File: src/rtl/jt12_i2s_pkg.sv
// Shared types and helpers for the jt12 stereo I2S output stage.
package jt12_i2s_pkg;

    localparam int FRAME_BITS = 32;
    localparam int SLOT_BITS  = 16;

    typedef struct packed {
        logic [SLOT_BITS-1:0] l;
        logic [SLOT_BITS-1:0] r;
    } stereo_t;

    // MSB-align a width-bit sample (held in the low bits of x) into a 16-bit slot.
    function automatic logic [SLOT_BITS-1:0] expand16(input logic [SLOT_BITS-1:0] x,
                                                      input int width);
        return x << (SLOT_BITS - width);
    endfunction

endpackage

File: src/rtl/jt12_i2s_fifo.sv
// Two-entry FIFO for stereo words; a pop is applied before a push in the same cycle.
import jt12_i2s_pkg::*;

module jt12_i2s_fifo (
    input  logic    clk,
    input  logic    rst,
    input  logic    push,
    input  logic    pop,
    input  stereo_t din,
    output stereo_t dout,
    output logic    full,
    output logic    empty
);

    stereo_t    mem [2];
    logic       wr_ptr;
    logic       rd_ptr;
    logic [1:0] count;
    logic       do_pop;
    logic       do_push;

    assign empty   = (count == 2'd0);
    assign full    = (count == 2'd2);
    assign do_pop  = pop && !empty;
    // A full FIFO still accepts a push when the same cycle frees a slot.
    assign do_push = push && (!full || do_pop);
    assign dout    = mem[rd_ptr];

    always_ff @(posedge clk) begin
        if (rst) begin
            wr_ptr <= 1'b0;
            rd_ptr <= 1'b0;
            count  <= 2'd0;
        end else begin
            if (do_pop)
                rd_ptr <= ~rd_ptr;
            if (do_push)
                wr_ptr <= ~wr_ptr;
            case ({do_push, do_pop})
                2'b10:   count <= count + 2'd1;
                2'b01:   count <= count - 2'd1;
                default: count <= count;
            endcase
        end
    end

    always_ff @(posedge clk) begin
        if (do_push)
            mem[wr_ptr] <= din;
    end

endmodule

File: src/rtl/jt12_i2s_out.sv
// Stereo I2S serializer fed from the jt12 accumulator through a 2-entry FIFO.
// Define JT12_I2S_LJ_EN for left-justified output; default is Philips I2S.
import jt12_i2s_pkg::*;

module jt12_i2s_out #(
    parameter int WIDTH    = 12,
    parameter int BCLK_DIV = 4
) (
    input  logic                    rst,
    input  logic                    clk,
    input  logic                    clk_en,
    input  logic                    sample,
    input  logic signed [WIDTH-1:0] left,
    input  logic signed [WIDTH-1:0] right,
    output logic                    i2s_bclk,
    output logic                    i2s_lrclk,
    output logic                    i2s_data,
    output logic                    overrun,
    output logic                    underrun
);

    localparam int DIV_W = (BCLK_DIV > 1) ? $clog2(BCLK_DIV) : 1;

    logic [DIV_W-1:0]      div_cnt;
    logic [4:0]            bit_cnt;
    logic [FRAME_BITS-1:0] shift_q;
    stereo_t               last_q;
    stereo_t               fifo_din;
    stereo_t               fifo_dout;
    logic                  fifo_full;
    logic                  fifo_empty;
    logic                  push;
    logic                  div_wrap;
    logic                  bclk_fall;
    logic                  frame_load;

    assign push       = clk_en && sample;
    assign fifo_din   = {expand16(16'(left), WIDTH), expand16(16'(right), WIDTH)};
    assign div_wrap   = (div_cnt == DIV_W'(BCLK_DIV - 1));
    assign bclk_fall  = div_wrap && i2s_bclk;
    assign frame_load = bclk_fall && (bit_cnt == 5'd31);
    assign i2s_lrclk  = bit_cnt[4];

    jt12_i2s_fifo u_fifo (
        .clk   (clk),
        .rst   (rst),
        .push  (push),
        .pop   (frame_load),
        .din   (fifo_din),
        .dout  (fifo_dout),
        .full  (fifo_full),
        .empty (fifo_empty)
    );

    always_ff @(posedge clk) begin
        if (rst) begin
            div_cnt  <= '0;
            i2s_bclk <= 1'b0;
            bit_cnt  <= 5'd0;
            shift_q  <= '0;
            last_q   <= '0;
            overrun  <= 1'b0;
            underrun <= 1'b0;
        end else begin
            // The frame pop frees a slot first, so a full FIFO only drops when no pop coincides.
            overrun  <= push && fifo_full && !frame_load;
            underrun <= frame_load && fifo_empty;
            div_cnt  <= div_wrap ? '0 : div_cnt + DIV_W'(1);
            if (div_wrap)
                i2s_bclk <= ~i2s_bclk;
            if (bclk_fall) begin
                bit_cnt <= bit_cnt + 5'd1;
                if (frame_load) begin
                    if (!fifo_empty) begin
                        shift_q <= fifo_dout;
                        last_q  <= fifo_dout;
                    end else begin
                        shift_q <= last_q;
                    end
                end else begin
                    shift_q <= {shift_q[FRAME_BITS-2:0], 1'b0};
                end
            end
        end
    end

`ifdef JT12_I2S_LJ_EN
    assign i2s_data = shift_q[FRAME_BITS-1];
`else
    // Philips framing: data trails the word-select edge by one bit clock.
    logic sdata_p1;

    always_ff @(posedge clk) begin
        if (rst)
            sdata_p1 <= 1'b0;
        else if (bclk_fall)
            sdata_p1 <= shift_q[FRAME_BITS-1];
    end

    assign i2s_data = sdata_p1;
`endif

endmodule
File: config.mk
export PLATFORM = sky130hd
export DESIGN_NAME = jt12_i2s_out
export DESIGN_NICKNAME = d
export VERILOG_FILES = /design/src/rtl/jt12_i2s_pkg.sv /design/src/rtl/jt12_i2s_fifo.sv /design/src/rtl/jt12_i2s_out.sv
export SDC_FILE = /design/constraint.sdc
export NUM_CORES = 1
export LEC_CHECK = 0
export ABC_AREA = 0
export CAP_MARGIN = 40
export CORE_MARGIN = 1.5
export CORE_UTILIZATION = 53
export DETAILED_ROUTE_END_ITERATION = 8
export GPL_ROUTABILITY_DRIVEN = 0
export PLACE_DENSITY = 0.73
export SYNTH_ARGS = -nofsm -noshare
export SYNTH_HDL_FRONTEND = slang
export SYNTH_SLANG_ARGS = --single-unit
File: constraint.sdc
create_clock -name clk -period 3.95 [get_ports clk]
set_input_delay 0.9875 -clock clk [delete_from_list [all_inputs] [get_ports clk]]
set_output_delay 0.9875 -clock clk [all_outputs]
set_load 0.02 [all_outputs]
==> reports/results.ini, run 1 <==
[finish]
drive_above_1_share=0.217
final_nets=478
finish.utilization=0.647
fillers=719
final_area_mm2=0.00601
antenna_cells=0
area_growth_pct=17.8

[cts]
clkSinkCount=128
ctsHoldBuffers=0
ctsResizeCount=0
clockRootBuffer=clkbuf_8
clk_latency_ns=0.51
postCtsSetupBuffers=0
cts_tree=done
cts_max_level=4
numCtsBuffers=17
ctsLongestPathBuffers=2
clk_pin_slew_ns=0.06

[critical_path]
worstSetupStartpoint=bit_cnt[0]
path_class=flip-flop to flip-flop
ff2ff_setup_slack_ns=1.13
cp.required_ns=4.13
reg2reg_from=bit_cnt[0]
reg2reg_to=u_fifo.mem[0][23]
critical_path.most_common_cell=ha_1
crit_slowest_cell=ha_1
slowest_delay_ns=0.57
cp.arrival_ns=2.99
reg2regPathDepth=7
cp_max_fo=24
crit_chain=ha_1 -> and3_1 -> ha_1 -> nand3_2 -> a31oi_1 -> nor2b_2 -> buf_4
cp-start-kind=flip-flop
end_kind=flip-flop

[timing]
clock.fmax_ghz=0.355
clock_skew_ns=0.00740
min_period_ns=2.82
drv_slew=0
final_hold_viol_count=0
finalSetupViolCount=0
fin_crit_sh=0.713
worst_slew_pin_slew_ns=0.797
rsz0062_at_grt=false
setup_tns_ns=0
slew_headroom=0.469

[die]
rows=35
core_region_area_mm2=0.00928
die_w_um=101
pin_count=33
die_area_mm2=0.0102
start_util=0.549
die_h_um=101

[placed_design]
portBuffers=32
place_area_mm2=0.00546
dpl.hpwl_um=5680

[global_route]
grt_pass1_vias=3241
grt_pass1_wl_um=15900
grt_antenna_before_repair=0
grt_max_degree=39
grt_remaining_overflow=0
gr-usage-all-layers=0.203

[synthesis]
yosysTopAreaCell=dfxtp_1
synth_edf_count=48
synth_common_cells=80 x dfxtp_1, 48 x edfxtp_1, 38 x nor2_1
synth_ff_type=dfxtp_1
yosysUniqueCellTypes=37
synthArstFlopShare=0
syn_area_mm2=0.00510
yosysMostFrequentCell=dfxtp_1
yosys_register_bits=128
synth_cells=422
synth_area_leaders=dfxtp_1 31%, edfxtp_1 28%, a221oi_1 3.8%
synth_warnings=0
synth_top_cell_area_share=0.314
syn_avg_cell_area_um2=12.1
synth-seq-area-share=0.597
synth_nets=453

[detailed_routing]
drc=0
wl_per_cell_um=16.1
routed_wl_um=9500
viasPerCell=5.54
firstDrtPassIters=5
drt_iter0_drc=200
vias=3264
drtAntennaViolNets=0

[power_and_ir_drop]
power.density_mw_per_mm2=486
ir_drop_mv=0.334
p_leak_nw=1.95

[worst_hold_path]
hp-start=div_cnt[0]
hold_end=div_cnt[0]
min_delay_path_depth=1
hold_path_class=flip-flop to flip-flop

[status]
status=complete, no violations

[flow_run]
max-cap-violations=0

critical path, delay by kind of cell (launching register included):
kind                     cells  cell delay [ns]
AND/OR/NAND/NOR              3             0.61
flip-flops                   1             0.38
buffers and inverters        1             0.31
AO/OA/AOI/OAI                1             0.40
adder cells (fa/ha/maj)      2             0.76
layer usage:
layer / part of all wire / track usage
met5: 0 / 0
met4: 0.0095 / 0.0759
met3: 0.036 / 0.0541
met2: 0.47 / 0.309
met1: 0.48 / 0.279
stage by stage:
stage	total power, mW	instances	worst slack, ns	hold slack, ns
2_1_floorplan	1.49	422	1.10	0.404
3_3_place_gp	1.53	555	1.24	0.414
3_5_place_dp	1.53	557	1.18	0.418
4_1_cts	2.94	589	1.12	0.431
5_1_grt	3.01	589	0.896	0.436
6_report	2.92	589	1.13	0.428
cell usage in the layout, fill, tap and decap left out, drive strengths merged:
cell type      netlist  final
dfxtp               80     80
edfxtp              48     48
nor2                38     38
nand2               38     38
a221oi              32     32
clkdlybuf4s50        0     31
a211oi              26     26
a21oi               20     20
clkbuf              11     19
mux2                15     15
inv                 13     15
nand3               14     14
and2                11     11
buf                 25     11
mux2i               10     10
o221a               10     10
nor3                 7      7
clkinv               0      7
xnor2                4      4
ha                   3      3
clkinvlp             0      3
o21ai                3      3
or3                  2      2
nor4                 2      2
nor2b                2      2
nor3b                2      2
and3                 1      1
a31oi                1      1
o2111a               1      1
xor2                 1      1
o2111ai              1      1
a41o                 1      1
bufinv               0      1
final cells by class:
type / instances / area (µm²) / area share
Sequential cell: 128 / 3040 / 0.507
Multi-Input combinational cell: 245 / 1780 / 0.296
Clock buffer: 19 / 432 / 0.0719
Timing Repair Buffer: 42 / 430 / 0.0717
Tap cell: 129 / 161 / 0.0269
Clock inverter: 13 / 114 / 0.0190
Inverter: 13 / 48.8 / 0.00812
cell families after synthesis:
logic type	after synthesis	share of synthesized area
mux	25	0.0528
xor+xnor	5	0.00859
simple gates	117	0.110
buf+inv	49	0.0552
compound gates	95	0.169
flops	128	0.597
fa+ha+maj	3	0.00736
power breakdown:
| part | switching (mW) | internal [mW] | total (mW) |
|---|---|---|---|
| registers | 0.0131 | 1.40 | 1.41 |
| logic | 0.0509 | 0.0455 | 0.0964 |
| clock network | 0.562 | 0.849 | 1.41 |
worst max-delay path by stage:
stage                                    to  depth (start not counted)
after floorplan            u_fifo.mem[0][0]                          7
after global placement    u_fifo.mem[0][19]                          5
after detailed placement  u_fifo.mem[0][19]                          7
after CTS                 u_fifo.mem[0][23]                          7
after global routing      u_fifo.mem[0][22]                          7
final                     u_fifo.mem[0][23]                          7
state kept, by name, indices dropped and copies added, names as in the netlist, named ones only:
name           flops
u_fifo.wr_ptr      1
bit_cnt            5
u_fifo.count       2
shift_q           32
u_fifo.rd_ptr      1
u_fifo.mem        48
last_q            32
div_cnt            2
i2s_bclk           1
i2s_data           1
underrun           1
overrun            1
Note: power is estimated with default switching activity, not from simulation.
==> run 2: changes to the inputs <==
- clock period: 3.95 -> 2.7 ns (I/O delays scaled with it)
==> run 2 against run 1 <==
  * Clock power grew 68%
  * Utilization grew 1.2 points
  * Worst hold slack lost 0.0037 ns
  * Flip-flop and latch count is the same
  * Combinational power grew 56%
  * Largest power group is now the clock network
  * First-iteration DRC count grew 14%
  * Register-to-register slack lost 0.70 ns
  * Sequential power grew 46%
  * Clock-buffer cell count shrank 2
  * Critical endpoint is now i2s_bclk
  * Die area is the same
==> reports/results.ini, run 2 (synthesis gave the netlist of run 1 again) <==
[timing]
clock.fmax_ghz=0.423
min_period_ns=2.37
worst_slew_pin_slew_ns=0.746
worst_hold_slack_ns=0.424
drv_slew=0
setup_tns_ns=0
clock_skew_ns=0.00770
fin_crit_sh=0.877
final_hold_viol_count=0
slew_headroom=0.502
rsz0062_at_grt=false
finalSetupViolCount=0

[critical_path]
reg2regPathDepth=7
end_kind=output pin
worstSetupStartpoint=i2s_bclk
cp.arrival_ns=1.69
slowest_delay_ns=0.67
ff2ff_setup_slack_ns=0.43
crit_end=i2s_bclk
cp.buffers_inverters=1
path_delay_family=buffers and inverters
crit_slowest_cell=clkdlybuf4s50_1
cp_num_cells=1
crit_chain=clkdlybuf4s50_1
path_class=flip-flop to output pin
reg2reg_to=u_fifo.mem[0][13]
reg2reg_from=bit_cnt[0]
cp.required_ns=2.03
cp-start-kind=flip-flop
cp_max_fo=8

[detailed_routing]
drtAntennaViolNets=0
drt_iter0_drc=227
vias=3330
routed_wl_um=9440
drc=0
firstDrtPassIters=6
wl_per_cell_um=15.9
viasPerCell=5.62

[die]
die_area_mm2=0.0102
pin_count=33
die_w_um=101
die_h_um=101
start_util=0.549
core_region_area_mm2=0.00928
rows=35

[flow_run]
max-cap-violations=0

[power_and_ir_drop]
p_leak_nw=2.01
p_int_mw=3.63
ir_drop_mv=0.454
combPwrFrac=0.033
power.density_mw_per_mm2=749
switching_share=0.208
p_sw_mw=0.952
seq_power_share=0.450
total_power_mw=4.58
clock_power_share=0.517

[global_route]
grt_antenna_before_repair=0
grt_remaining_overflow=0
grt_pass1_wl_um=15900
grt_max_degree=38
grt_pass1_vias=3280
gr-usage-all-layers=0.204

[cts]
clk_pin_slew_ns=0.06
numCtsBuffers=17
cts_tree=done
clkSinkCount=128
ctsLongestPathBuffers=2
clk_latency_ns=0.51
ctsResizeCount=0
postCtsSetupBuffers=0
cts_max_level=4
ctsHoldBuffers=0
clockRootBuffer=clkbuf_8

[finish]
fillers=721
final_area_mm2=0.00611
antenna_cells=0
area_growth_pct=19.9
final_common_cell=dfxtp_1
reg_top3=u_fifo.mem: 48 flops, last_q: 32 flops, shift_q: 32 flops
largest-register=u_fifo.mem
drive_above_1_share=0.231
multiInputGateArea_mm2=0.00178
largest_reg_flops=48
finish.utilization=0.659
seqCellArea_mm2=0.00304
final_cell_mix=80 x dfxtp_1, 48 x edfxtp_1, 38 x nor2_1
final_nets=483

[status]
status=complete, no violations

[placed_design]
dpl.hpwl_um=5580
place_area_mm2=0.00550
portBuffers=32

[worst_hold_path]
hold_path_class=flip-flop to flip-flop

==> run 2: changes by cell type in the layout (fill, tap and decap cells not counted) <==
cell and change:
clkbuf_8 -1, bufinv_16 +3, clkbuf_1 -1, clkinv_2 -2, inv_6 +3, buf_4 +4, buf_12 +3, buf_16 -2
clkinvlp_4 -1, clkinv_1 -2
==> run 2: metrics by stage <==
step | worst slack, ns | cells
2_1_floorplan | 0.290 | 422
3_3_place_gp | 0.391 | 562
3_5_place_dp | 0.355 | 562
4_1_cts | 0.312 | 593
5_1_grt | 0.266 | 593
6_report | 0.333 | 593
==> run 2: how the worst min path moves through the flow <==
stage | start | end | depth (start not counted)
after detailed placement | div_cnt[0] | div_cnt[0] | 1
after global placement | div_cnt[0] | div_cnt[0] | 1
after global routing | div_cnt[0] | div_cnt[0] | 1
after floorplan | div_cnt[0] | div_cnt[0] | 1
final | div_cnt[0] | div_cnt[0] | 1
after CTS | div_cnt[0] | div_cnt[0] | 1
==> run 2: power by group through the flow <==
stage	logic [mW]	clock network, mW	registers [mW]
global route	0.163	2.49	2.06
floorplan	0.0833	0	2.09
detailed placement	0.149	0	2.10
finish	0.150	2.37	2.06
global placement	0.146	0	2.10
CTS	0.151	2.41	2.06
==> run 2: layer usage <==
metal / track usage / part of all wire
met5: 0 / 0
met4: 0.0737 / 0.013
met3: 0.0562 / 0.046
met2: 0.318 / 0.46
met1: 0.275 / 0.48
==> run 2: worst reg2reg max path: stages, from the launching register on <==
cell     delay (ns)
dfxtp_1        0.37
ha_1           0.17
and3_1         0.15
ha_1           0.19
nand3_2        0.17
a31oi_1        0.45
nor2b_2        0.28
buf_12         0.20
==> run 2: area by class of cell <==
| cell class | instances | share of cell area |
|---|---|---|
| well taps | 129 | 0.0264 |
| inverters | 13 | 0.00798 |
| clock buffers | 17 | 0.0677 |
| repair buffers | 47 | 0.0761 |
| clock inverters | 14 | 0.0336 |
| flip-flops and latches | 128 | 0.498 |
| multi-input cells | 245 | 0.291 |
==> run 3: changes to the inputs <==
- HOLD_SLACK_MARGIN: default -> 0.06
==> results of run 3 <==
Final layout, timing and power as in run 2 (identical DEF).
